===== src/rtl/rv_scoreboard_if.sv =====
// Issue/writeback handshake bundle between the decode stage and rv_scoreboard.
// master: decode side (drives issue, flush and writeback, reads the verdict).
// slave : scoreboard side.
//   issue_valid/rs1/rs2/use_rs1/use_rs2/rd/wr/lat : instruction presented at decode
//   flush                                        : cancel the previous fire, block issue
//   wb_valid/wb_rd                               : unknown-latency writeback
//   issue_ready/stall                            : hazard verdict
//   fwd_sel_rs1/fwd_sel_rs2                      : 0 = regfile, k+1 = bypass slot k
//   busy_cnt                                     : number of tracked registers in flight
interface rv_scoreboard_if #(
  parameter int unsigned AW    = 5,
  parameter int unsigned LAT_W = 3,
  parameter int unsigned SW    = 2
);
  logic             issue_valid;
  logic [AW-1:0]    issue_rs1;
  logic [AW-1:0]    issue_rs2;
  logic             issue_use_rs1;
  logic             issue_use_rs2;
  logic [AW-1:0]    issue_rd;
  logic             issue_wr;
  logic [LAT_W-1:0] issue_lat;
  logic             flush;
  logic             wb_valid;
  logic [AW-1:0]    wb_rd;
  logic             issue_ready;
  logic             stall;
  logic [SW-1:0]    fwd_sel_rs1;
  logic [SW-1:0]    fwd_sel_rs2;
  logic [AW:0]      busy_cnt;

  modport master (
    output issue_valid, issue_rs1, issue_rs2, issue_use_rs1, issue_use_rs2,
           issue_rd, issue_wr, issue_lat, flush, wb_valid, wb_rd,
    input  issue_ready, stall, fwd_sel_rs1, fwd_sel_rs2, busy_cnt
  );

  modport slave (
    input  issue_valid, issue_rs1, issue_rs2, issue_use_rs1, issue_use_rs2,
           issue_rd, issue_wr, issue_lat, flush, wb_valid, wb_rd,
    output issue_ready, stall, fwd_sel_rs1, fwd_sel_rs2, busy_cnt
  );
endinterface


===== src/rtl/rv_scoreboard.sv =====
// Register scoreboard beside decode: tracks every in-flight destination register
// (fixed or unknown latency) and derives issue stall, per-source bypass selects
// and flush cancellation of the previous issue.
// Ports:
//   clk   : clock
//   reset : asynchronous active-high reset, clears all tracking
//   sb    : rv_scoreboard_if slave modport (issue, flush, writeback, verdict)
// All outputs are combinational from tracked state plus the current inputs.
module rv_scoreboard #(
  parameter int unsigned NREG    = 32,
  parameter int unsigned AW      = 5,
  parameter int unsigned LAT_W   = 3,
  parameter int unsigned NUM_BYP = 2,
  parameter int unsigned SW      = 2
) (
  input  logic            clk,
  input  logic            reset,
  rv_scoreboard_if.slave  sb
);

  localparam int unsigned CW = AW + 1;

  // Per-register tracking state; cnt is the WAIT countdown or the BYP slot index.
  typedef enum logic [1:0] {
    ST_IDLE = 2'd0,
    ST_WAIT = 2'd1,
    ST_UNK  = 2'd2,
    ST_BYP  = 2'd3
  } kind_e;

  typedef struct packed {
    kind_e            kind;
    logic [LAT_W-1:0] cnt;
  } entry_t;

  entry_t        ent_q [NREG];
  entry_t        ent_d [NREG];
  logic          last_valid_q, last_valid_d;
  logic [AW-1:0] last_rd_q, last_rd_d;

  logic raw_rs1, raw_rs2, waw, ready, fire_wr;
  logic [CW-1:0] busy;

  function automatic logic is_pending(entry_t e);
    return (e.kind == ST_WAIT) || (e.kind == ST_UNK);
  endfunction

  function automatic logic [SW-1:0] sel_of(logic hit, entry_t e);
    if (hit && (e.kind == ST_BYP)) return SW'(e.cnt) + SW'(1);
    return '0;
  endfunction

  // Hazard detection and issue verdict.
  always_comb begin
    raw_rs1 = sb.issue_use_rs1 && (sb.issue_rs1 != '0) && is_pending(ent_q[sb.issue_rs1]);
    raw_rs2 = sb.issue_use_rs2 && (sb.issue_rs2 != '0) && is_pending(ent_q[sb.issue_rs2]);
    // Any tracked state on rd blocks a new writer, so entries are never overwritten.
    waw     = sb.issue_wr && (sb.issue_rd != '0) && (ent_q[sb.issue_rd].kind != ST_IDLE);
    ready   = !sb.flush && !raw_rs1 && !raw_rs2 && !waw;
    fire_wr = sb.issue_valid && ready && sb.issue_wr && (sb.issue_rd != '0);
  end

  // Popcount of in-flight registers.
  always_comb begin
    busy = '0;
    for (int r = 1; r < NREG; r++) begin
      if (ent_q[r].kind != ST_IDLE) busy = busy + CW'(1);
    end
  end

  assign sb.issue_ready = ready;
  assign sb.stall       = sb.issue_valid && !ready;
  assign sb.busy_cnt    = busy;
  assign sb.fwd_sel_rs1 = sel_of(sb.issue_use_rs1 && (sb.issue_rs1 != '0), ent_q[sb.issue_rs1]);
  assign sb.fwd_sel_rs2 = sel_of(sb.issue_use_rs2 && (sb.issue_rs2 != '0), ent_q[sb.issue_rs2]);

  // Next-state: progression, then new issue, then flush cancellation (highest priority).
  always_comb begin
    last_valid_d = fire_wr;
    last_rd_d    = sb.issue_rd;
    for (int r = 0; r < NREG; r++) begin
      ent_d[r] = ent_q[r];
      unique case (ent_q[r].kind)
        ST_WAIT: begin
          if (ent_q[r].cnt == LAT_W'(1)) ent_d[r] = '{kind: ST_BYP, cnt: '0};
          else                           ent_d[r].cnt = ent_q[r].cnt - LAT_W'(1);
        end
        ST_BYP: begin
          if (ent_q[r].cnt == LAT_W'(NUM_BYP - 1)) ent_d[r] = '{kind: ST_IDLE, cnt: '0};
          else                                     ent_d[r].cnt = ent_q[r].cnt + LAT_W'(1);
        end
        ST_UNK: begin
          if (sb.wb_valid && (sb.wb_rd == AW'(r))) ent_d[r] = '{kind: ST_IDLE, cnt: '0};
        end
        default: ;
      endcase
      if (fire_wr && (sb.issue_rd == AW'(r))) begin
        if (sb.issue_lat == '0)             ent_d[r] = '{kind: ST_UNK,  cnt: '0};
        else if (sb.issue_lat == LAT_W'(1)) ent_d[r] = '{kind: ST_BYP,  cnt: '0};
        else                                ent_d[r] = '{kind: ST_WAIT, cnt: sb.issue_lat - LAT_W'(1)};
      end
      if (sb.flush && last_valid_q && (last_rd_q == AW'(r))) ent_d[r] = '{kind: ST_IDLE, cnt: '0};
    end
    ent_d[0] = '{kind: ST_IDLE, cnt: '0};
  end

  // State registers.
  always_ff @(posedge clk or posedge reset) begin
    if (reset) begin
      for (int r = 0; r < NREG; r++) ent_q[r] <= '{kind: ST_IDLE, cnt: '0};
      last_valid_q <= 1'b0;
      last_rd_q    <= '0;
    end else begin
      for (int r = 0; r < NREG; r++) ent_q[r] <= ent_d[r];
      last_valid_q <= last_valid_d;
      last_rd_q    <= last_rd_d;
    end
  end

endmodule


===== src/flat_wrapper.sv =====
// flat-port wrapper written by rule: the top's interface ports become plain ports
module rv_scoreboard_flat 
#(
  parameter int unsigned NREG    = 32,
  parameter int unsigned AW      = 5,
  parameter int unsigned LAT_W   = 3,
  parameter int unsigned NUM_BYP = 2,
  parameter int unsigned SW      = 2
)
  (clk, reset, sb_issue_valid, sb_issue_rs1, sb_issue_rs2, sb_issue_use_rs1, sb_issue_use_rs2, sb_issue_rd, sb_issue_wr, sb_issue_lat, sb_flush, sb_wb_valid, sb_wb_rd, sb_issue_ready, sb_stall, sb_fwd_sel_rs1, sb_fwd_sel_rs2, sb_busy_cnt);
  rv_scoreboard_if #(.AW(AW), .LAT_W(LAT_W), .SW(SW)) sb_i ();
  input  logic clk;
  input  logic reset;
  input wire logic [$bits(sb_i.issue_valid)-1:0] sb_issue_valid;
  input wire logic [$bits(sb_i.issue_rs1)-1:0] sb_issue_rs1;
  input wire logic [$bits(sb_i.issue_rs2)-1:0] sb_issue_rs2;
  input wire logic [$bits(sb_i.issue_use_rs1)-1:0] sb_issue_use_rs1;
  input wire logic [$bits(sb_i.issue_use_rs2)-1:0] sb_issue_use_rs2;
  input wire logic [$bits(sb_i.issue_rd)-1:0] sb_issue_rd;
  input wire logic [$bits(sb_i.issue_wr)-1:0] sb_issue_wr;
  input wire logic [$bits(sb_i.issue_lat)-1:0] sb_issue_lat;
  input wire logic [$bits(sb_i.flush)-1:0] sb_flush;
  input wire logic [$bits(sb_i.wb_valid)-1:0] sb_wb_valid;
  input wire logic [$bits(sb_i.wb_rd)-1:0] sb_wb_rd;
  output wire logic [$bits(sb_i.issue_ready)-1:0] sb_issue_ready;
  output wire logic [$bits(sb_i.stall)-1:0] sb_stall;
  output wire logic [$bits(sb_i.fwd_sel_rs1)-1:0] sb_fwd_sel_rs1;
  output wire logic [$bits(sb_i.fwd_sel_rs2)-1:0] sb_fwd_sel_rs2;
  output wire logic [$bits(sb_i.busy_cnt)-1:0] sb_busy_cnt;
  assign sb_i.issue_valid = sb_issue_valid;
  assign sb_i.issue_rs1 = sb_issue_rs1;
  assign sb_i.issue_rs2 = sb_issue_rs2;
  assign sb_i.issue_use_rs1 = sb_issue_use_rs1;
  assign sb_i.issue_use_rs2 = sb_issue_use_rs2;
  assign sb_i.issue_rd = sb_issue_rd;
  assign sb_i.issue_wr = sb_issue_wr;
  assign sb_i.issue_lat = sb_issue_lat;
  assign sb_i.flush = sb_flush;
  assign sb_i.wb_valid = sb_wb_valid;
  assign sb_i.wb_rd = sb_wb_rd;
  assign sb_issue_ready = sb_i.issue_ready;
  assign sb_stall = sb_i.stall;
  assign sb_fwd_sel_rs1 = sb_i.fwd_sel_rs1;
  assign sb_fwd_sel_rs2 = sb_i.fwd_sel_rs2;
  assign sb_busy_cnt = sb_i.busy_cnt;
  rv_scoreboard #(.NREG(NREG), .AW(AW), .LAT_W(LAT_W), .NUM_BYP(NUM_BYP), .SW(SW)) u_core (.clk(clk), .reset(reset), .sb(sb_i));
endmodule

===== config.mk =====
export PLATFORM = sky130hd
export DESIGN_NAME = rv_scoreboard_flat
export DESIGN_NICKNAME = d
export VERILOG_FILES = /design/src/rtl/rv_scoreboard_if.sv /design/src/rtl/rv_scoreboard.sv /design/src/flat_wrapper.sv
export SDC_FILE = /design/constraint.sdc
export NUM_CORES = 1
export LEC_CHECK = 0
export BUFFER_PORTS_ARGS = -buffer_cell sky130_fd_sc_hd__buf_4
export CORE_ASPECT_RATIO = 1.2
export CORE_UTILIZATION = 37
export DETAILED_ROUTE_END_ITERATION = 8
export GPL_TIMING_DRIVEN = 0
export PLACE_DENSITY = 0.49
export SLEW_MARGIN = 20
export SYNTH_ARGS = -nofsm -noshare
export SYNTH_HDL_FRONTEND = slang
export SYNTH_SLANG_ARGS = --single-unit
export TNS_END_PERCENT = 1

===== constraint.sdc =====
create_clock -name clk -period 25.6 [get_ports clk]
set_input_delay 5.12 -clock clk [delete_from_list [all_inputs] [get_ports clk]]
set_output_delay 5.12 -clock clk [all_outputs]
set_load 0.05 [all_outputs]

Word level (Yosys, flattened, before mapping)
Index checks and enable logic that the tools add are counted.
{"block": "classes", "n_bitwise": 3, "n_addsub": 95, "n_reduce_logical": 245, "magnitude_cmp": 3, "n_eq_ne": 317, "n_mux": 296}
{"cell": "$mux 5", "n": 101}
{"cell": "$pmux 5 s3", "n": 31}
{"cell": "$ne 4x1->1 const B", "n": 93}
{"cell": "$eq 5x5->1 const B", "n": 48}
{"cell": "$mux 3", "n": 62}
{"cell": "$mux 6", "n": 30}
{"cell": "$add 6x1->6 const B", "n": 29}
{"cell": "$reduce_bool 5->1", "n": 34}
{"cell": "$eq 2x2->1 const B", "n": 66}
{"cell": "$mux 2", "n": 66}
{"cell": "$reduce_and 4->1", "n": 31}
{"cell": "$eq 5x4->1 const B", "n": 24}
{"cell": "$logic_and 1x1->1", "n": 109}
{"cell": "$eq 3x1->1 const B", "n": 32}
{"cell": "$sub 3x1->3 const B", "n": 32}
{"cell": "$add 3x1->3 const B", "n": 31}
{"cell": "$bmux 5 s5", "n": 3}
{"cell": "$eq 2x1->1 const B", "n": 33}
{"cell": "$reduce_bool 2->1", "n": 32}
{"cell": "$reduce_and 2->1", "n": 31}
{"cell": "$eq 5x3->1 const B", "n": 12}
{"cell": "$eq 5x2->1 const B", "n": 6}
{"cell": "$ge 6x6->1 const B", "n": 3}
{"cell": "$not 5->6", "n": 3}
{"cell": "7 further kinds", "n": 17}
{"block": "totals", "wordCells": 1023, "out_inout_bits": 12, "register_bits": 161, "in_bits": 31}

Depth between registers and ports, before layout
Gate-level depths: netlist (run 1).
{"block": "logic_depth", "ltp_word": 62, "depth_mapped": 89, "mapped_depth_nobuf": 88}

Worst setup path before layout (run 1)
No wires, ideal clock.
{"block": "synth_timing", "kind": "register to output", "from": "register u_core.ent_q[149] (netlist name)", "to": "output sb_busy_cnt[5]", "t_arrival_ns": 15.579, "stages_incl_launch_ff": 83, "path_slack_ns": 4.901, "path_cell_list": "dfrtp_1 > buf_2 > nor2_1 > ha_1 > xnor2_1 > ha_1 > xor2_1 > a221oi_1 > ha_1 > xnor2_1 > nand2_1 > and3_1 > nor3_1 > or2_2 > inv_1 > ha_1 > nand2_1 > a21boi_0 > [47 not listed] > a21oi_1 > xnor2_1 > a21oi_1 > ha_1 > o21bai_1 > inv_1 > ha_1 > nand2_1 > o21ai_0 > ha_1 > nor2b_1 > xor2_1 > nand4_1 > nor2_1 > nand2_1 > mux2i_1 > a22oi_2 > xnor2_1"}
{"block": "synth_via", "elab_chain_len": 60}
{"item": "$reduce_bool 2->1 (*)", "line_no": "rv_scoreboard.sv:67", "source": "if (ent_q[r].kind != ST_IDLE) busy = busy + CW'(1);"}
{"item": "$mux 6 (*)", "line_no": "rv_scoreboard.sv:67"}
{"item": "$add 6x1->6", "line_no": "rv_scoreboard.sv:67"}
{"item": "$mux 6 (*)", "line_no": "rv_scoreboard.sv:67"}
{"item": "$add 6x1->6", "line_no": "rv_scoreboard.sv:67"}
{"item": "$mux 6 (*)", "line_no": "rv_scoreboard.sv:67"}
{"item": "$add 6x1->6", "line_no": "rv_scoreboard.sv:67"}
{"item": "$mux 6 (*)", "line_no": "rv_scoreboard.sv:67"}
{"item": "[44 not listed]"}
{"item": "$add 6x1->6", "line_no": "rv_scoreboard.sv:67"}
{"item": "$mux 6 (*)", "line_no": "rv_scoreboard.sv:67"}
{"item": "$add 6x1->6", "line_no": "rv_scoreboard.sv:67"}
{"item": "$mux 6 (*)", "line_no": "rv_scoreboard.sv:67"}
{"item": "$add 6x1->6", "line_no": "rv_scoreboard.sv:67"}
{"item": "$mux 6 (*)", "line_no": "rv_scoreboard.sv:67"}
{"item": "$add 6x1->6", "line_no": "rv_scoreboard.sv:67"}
{"item": "$mux 6 (*)", "line_no": "rv_scoreboard.sv:67"}
{"item": "end, declared", "line_no": "flat_wrapper.sv:29", "source": "output wire logic [$bits(sb_i.busy_cnt)-1:0] sb_busy_cnt;"}
Mark *: on every way between the ends. The rest lies on a longest branch, timed or not.

Final worst setup path (run 1)
{"block": "layout_timing", "from": "register u_core.ent_q[148] (netlist name)", "to": "output sb_busy_cnt[5]"}
{"block": "layout_via", "elab_chain_len": 60}
{"item": "$reduce_bool 2->1 (*)", "line_no": "rv_scoreboard.sv:67"}
{"item": "$mux 6 (*)", "line_no": "rv_scoreboard.sv:67"}
{"item": "$add 6x1->6", "line_no": "rv_scoreboard.sv:67"}
{"item": "$mux 6 (*)", "line_no": "rv_scoreboard.sv:67"}
{"item": "$add 6x1->6", "line_no": "rv_scoreboard.sv:67"}
{"item": "$mux 6 (*)", "line_no": "rv_scoreboard.sv:67"}
{"item": "$add 6x1->6", "line_no": "rv_scoreboard.sv:67"}
{"item": "$mux 6 (*)", "line_no": "rv_scoreboard.sv:67"}
{"item": "[44 not listed]"}
{"item": "$add 6x1->6", "line_no": "rv_scoreboard.sv:67"}
{"item": "$mux 6 (*)", "line_no": "rv_scoreboard.sv:67"}
{"item": "$add 6x1->6", "line_no": "rv_scoreboard.sv:67"}
{"item": "$mux 6 (*)", "line_no": "rv_scoreboard.sv:67"}
{"item": "$add 6x1->6", "line_no": "rv_scoreboard.sv:67"}
{"item": "$mux 6 (*)", "line_no": "rv_scoreboard.sv:67"}
{"item": "$add 6x1->6", "line_no": "rv_scoreboard.sv:67"}
{"item": "$mux 6 (*)", "line_no": "rv_scoreboard.sv:67"}
Marks and branches as above.

==> results of run 1 <==
==> layer usage <==
layer  track usage  part of all wire  vias to the layer above
li1              -                 -                     8974
met1         0.366              0.44                     9373
met2         0.445              0.46                      691
met3        0.0387             0.064                      150
met4         0.118             0.043                        0
met5             0                 0                        -
==> cell families after synthesis <==
family	share of synthesized area
multiplexers	0.120
AO/OA/AOI/OAI	0.231
XOR/XNOR	0.0946
adder cells (fa/ha/maj)	0.101
flip-flops	0.204
buffers and inverters	0.0535
AND/OR/NAND/NOR	0.196
==> synth_stat cells, drive strengths merged, types with 31 or more instances <==
| cell | instances |
|---|---|
| mux4 | 59 |
| nor2b | 32 |
| xnor2 | 107 |
| nor2 | 357 |
| o21ai | 132 |
| xor2 | 36 |
| ha | 159 |
| nand3 | 33 |
| a31oi | 33 |
| o22ai | 31 |
| dfrtp | 161 |
| a211oi | 69 |
| clkbuf | 110 |
| nand2 | 161 |
| or2 | 39 |
| inv | 143 |
| a21oi | 189 |
| mux2i | 81 |
| nor3 | 92 |
==> worst max-delay path by stage <==
stage,startpoint,end,slack [ns],cells after the start
after floorplan,u_core.ent_q[149],sb_busy_cnt[5],4.90,82
after detailed placement,u_core.ent_q[153],sb_busy_cnt[5],2.68,85
final,u_core.ent_q[148],sb_busy_cnt[5],2.01,85
after global routing,u_core.ent_q[153],sb_busy_cnt[5],0.38,85
after CTS,u_core.ent_q[153],sb_busy_cnt[5],2.13,85
after global placement,u_core.ent_q[153],sb_busy_cnt[5],2.81,85
==> layout make-up <==
cell class	count	area [um2]
Fill cell	5334	31000
Buffer	127	508
Sequential cell	161	4030
Timing Repair Buffer	38	309
Multi-Input combinational cell	2000	14700
Tap cell	705	882
Clock inverter	15	218
Inverter	145	558
Clock buffer	17	425
==> stage by stage <==
step | util | worst slack [ns] | cell area (um2) | hold slack, ns | instances
global route | 0.411 | 0.376 | 21600 | 0.631 | 3208
floorplan | - | 4.90 | 19800 | 0.523 | 2433
finish | 0.411 | 2.01 | 21600 | 0.582 | 3208
global placement | 0.398 | 2.81 | 20900 | 0.575 | 3174
detailed placement | 0.398 | 2.68 | 21000 | 0.573 | 3175
CTS | 0.410 | 2.13 | 21600 | 0.590 | 3207
==> worst max-delay path: cells and delay by family, from the launching register on <==
family	cells	cell delay, ns
multiplexers	4	0.88
flip-flops	1	0.51
XOR/XNOR	12	2.28
buffers and inverters	4	0.44
adder cells (fa/ha/maj)	15	4.22
AND/OR/NAND/NOR	26	3.74
AO/OA/AOI/OAI	24	5.92
==> sequential cells by signal, indices dropped and copies added, names as in the netlist <==
signal	count
u_core.ent_q	155
u_core.last_valid_q	1
u_core.last_rd_q	5
==> impl_metrics.ini, run 1 <==
[synth]
ys_seq_area_frac = 0.204
ys_ff_latch = 161
yosys_warnings = 0
syn_area_um2 = 19800
synth.distinct_cells = 101
syn_nets = 2623
syn_avg_cell_area_um2 = 8.12
synthFlopType = dfrtp_1
synth_top_area_frac = 0.204
yosys.area.top_type = dfrtp_1
synth_area_leaders = dfrtp_1 20%, ha_1 10%, mux4_2 6.7%, nor2_1 6.7%, a21oi_1 4.7%
synth_edf_count = 0
syn_inst = 2433
synth-async-reset-ratio = 1.00

[hold_path]
hold_path_class = reg2reg
hold_start = u_core.ent_q[52]
whs_endpoint = u_core.ent_q[52]
hold-path-cell-count = 2

[timing]
fmax_ghz = 0.0424
timing.slew.headroom = 0.200
tightestPinTransition_ns = 1.20
min_period_ns = 23.59
tns_ns = 0
maxSlewViolCount = 0
fin_skew_ns = 0.00984
setup_violations = 0
hold_viol = 0
layout_worst_path_cycle_share = 0.922
rsz0062_at_grt = no

[die]
placementRows = 92
die_y_um = 255
ioPinCount = 43
die_area_um2 = 54300
initial_utilization = 0.376
die_x_um = 213
core_um2 = 52600

[clock_network]
cts_tree = yes
cts-htree-levels = 4
worst_skew_pair.late_latency_ns = 0.47
cts_buffers = 17
cts_setup_buffers = 0
clk_pin_slew_ns = 0.07
cts-root-buf = clkbuf_16
cts-resized-gates = 0
postCtsHoldBufs = 0
clockBufferDepth = 2
cts_sinks = 161

[routing]
routed_wirelength_um = 74500
viasPerCell = 5.98
ant_nets = 0
drc = 0
detail_route.wl_per_cell_um = 23.2
dr.pass1.iters = 6
vias = 19188
drt_iter0_markers = 1505

[grt]
antenna_found_initial = 1
grt_start_max_net_pins = 92
grt_overflow = 0
grt_pass1_wl_um = 112000
track_usage = 0.275
first_global_vias = 18058

[setup_path]
path_max_fanout = 7
cp_common_cell = ha_1
r2r_setup_slack_ns = 19.61
reg2reg_from = u_core.ent_q[29]
ff2ff_path_depth = 17
path_class = reg2out
critPathRequiredTime_ns = 20.48
cp_slowest_cell = a21boi_0
critPathCaptureType = primary output
arrival_ns = 18.47
worst_setup_path_start_kind = register
r2r_end = u_core.ent_q[24]
max_stage_delay_ns = 0.76

[placed_design]
place_hpwl_um = 57500
place.gp.congestion = 0.938
port_buffers = 36

[cells_and_area]
num_antenna_cells = 0
layout_common_cells = 354 x nor2_1, 187 x a21oi_1, 161 x dfrtp_1
fin_nets = 2680
drive_above_1_share = 0.109
synthToLayoutAreaGrowth_pct = 9.36
final_common_cell = nor2_1

[status]
status = finished clean

[job]
max_cap_viol_count = 0
Power of run 1 is left out: the tool's default activity adds up to more than one toggle a clock period on the data nets, which glitch-free logic cannot reach.
==> run 2, diff against run 1 <==
--- a/config.mk
+++ b/config.mk
@@ -10,6 +10,7 @@
 export CORE_UTILIZATION = 37
 export DETAILED_ROUTE_END_ITERATION = 8
 export GPL_TIMING_DRIVEN = 0
+export MAX_ROUTING_LAYER = met4
 export PLACE_DENSITY = 0.49
 export SLEW_MARGIN = 20
 export SYNTH_ARGS = -nofsm -noshare
==> impl_metrics.ini, run 2 (synthesized netlist as in run 1, its figures left out) <==
[clock_network]
cts_buffers = 17
postCtsHoldBufs = 0
cts_setup_buffers = 0
cts-htree-levels = 4
clk_pin_slew_ns = 0.07
worst_skew_pair.late_latency_ns = 0.47
cts-root-buf = clkbuf_16
cts_tree = yes
cts_sinks = 161
cts-resized-gates = 0
clockBufferDepth = 2

[die]
die_y_um = 255
ioPinCount = 43
core_um2 = 52600
placementRows = 92
die_area_um2 = 54300
initial_utilization = 0.376
die_x_um = 213

[cells_and_area]
fin_area_um2 = 21500
drive_above_1_share = 0.108
largest_reg_flops = 155
final_common_cell = nor2_1
layout_common_cells = 354 x nor2_1, 187 x a21oi_1, 161 x dfrtp_1
num_antenna_cells = 0
fin_nets = 2680
top_regs = u_core.ent_q (155), u_core.last_rd_q (5), u_core.last_valid_q (1)
synthToLayoutAreaGrowth_pct = 8.99
top_register = u_core.ent_q

[grt]
track_usage = 0.285
grt_overflow = 0
grt_start_max_net_pins = 92
antenna_found_initial = 0
grt_pass1_wl_um = 112000
first_global_vias = 17961

[setup_path]
crit_buf_inv = 5
path_class = reg2out
path_delay_family = compound AO/OA/AOI/OAI gates
worst_setup_path_start_kind = register
cp_common_cell = ha_1
critPathRequiredTime_ns = 20.48
arrival_ns = 18.22
cp_slowest_cell = a21boi_0
path_max_fanout = 10
critPathCaptureType = primary output
max_stage_delay_ns = 0.73

[routing]
vias = 19250
dr.pass1.iters = 5
detail_route.wl_per_cell_um = 23.3
viasPerCell = 6.01
drt_iter0_markers = 1431
drc = 0
routed_wirelength_um = 74800
ant_nets = 0

[timing]
fin_skew_ns = 0.0141
fmax_ghz = 0.0428
min_period_ns = 23.34
tns_ns = 0
layout_worst_path_cycle_share = 0.912
setup_violations = 0
fin_ws_ns = 2.26
tightestPinTransition_ns = 1.23
holdWs_ns = 0.607
timing.slew.headroom = 0.180
hold_viol = 0
rsz0062_at_grt = no
maxSlewViolCount = 0

[job]
max_cap_viol_count = 0

[placed_design]
place_hpwl_um = 57500
preCtsSetupSlack_ns = 2.85
port_buffers = 36
place_area_um2 = 21000
place.gp.congestion = 0.939

[hold_path]
hold_path_class = reg2reg

[status]
status = finished clean
-- run 2: cell count changes in the layout (fill, tap and decap cells not counted), moves of 2 or more --
cell	change
clkbuf_2	+2
inv_6	-4
bufinv_16	-2
inv_8	-2
clkbuf_8	+2
clkinv_2	+2
-- run 2: worst reg2reg max path: stages, from the launching register on --
cell and delay, ns:
dfrtp_1 0.44, clkbuf_1 0.44, mux4_2 0.59, mux4_2 0.50, mux2_2 0.29, ha_1 0.27, a221o_1 0.39, a21oi_1 0.34
nand4_1 0.29, inv_1 0.18, nand2_1 0.24, or2_2 0.37, clkbuf_1 0.16, nor2_1 0.49, a311o_1 0.38, nand2_1 0.11
mux2i_1 0.13, a21oi_1 0.16
-- run 2: path summary, 6_finish.rpt --
check / startpoint / end / slack [ns] / cells after the start
max: u_core.ent_q[149] / sb_busy_cnt[5] / 2.26 / 86
min: u_core.ent_q[82] / u_core.ent_q[82] / 0.61 / 2
max reg2reg: u_core.ent_q[89] / u_core.ent_q[24] / 19.76 / 17
min reg2reg: u_core.ent_q[82] / u_core.ent_q[82] / 0.61 / 2
max in group asynchronous: reset / u_core.ent_q[127] / 20.01 / 3
min in group asynchronous: reset / u_core.ent_q[7] / 4.67 / 2
-- run 2: per-stage QoR --
stage / util / std cells
CTS: 0.409 / 3204
detailed placement: 0.398 / 3175
global placement: 0.398 / 3174
finish: 0.409 / 3205
floorplan: - / 2433
global route: 0.409 / 3205
-- run 2: final cells by class --
cell class | instances | area (um2)
clock buffer | 20 | 457
timing repair buffer | 38 | 313
inverter | 145 | 558
multi-input combinational | 2000 | 14700
tap | 705 | 882
buffer | 127 | 510
sequential | 161 | 4030
fill | 5424 | 31100
clock inverter | 9 | 109
-- run 2: layer usage --
layer / wire length, um / share of wire / global-route usage / up-vias
met2: 34300 / 0.46 / 0.447 / 678
met4: 2800 / 0.037 / 0.116 / 0
li1: - / - / - / 8957
met1: 33300 / 0.45 / 0.372 / 9468
met3: 4390 / 0.059 / 0.0308 / 147
met5: 0 / 0 / - / -
Power of run 2 is left out for the same reason.
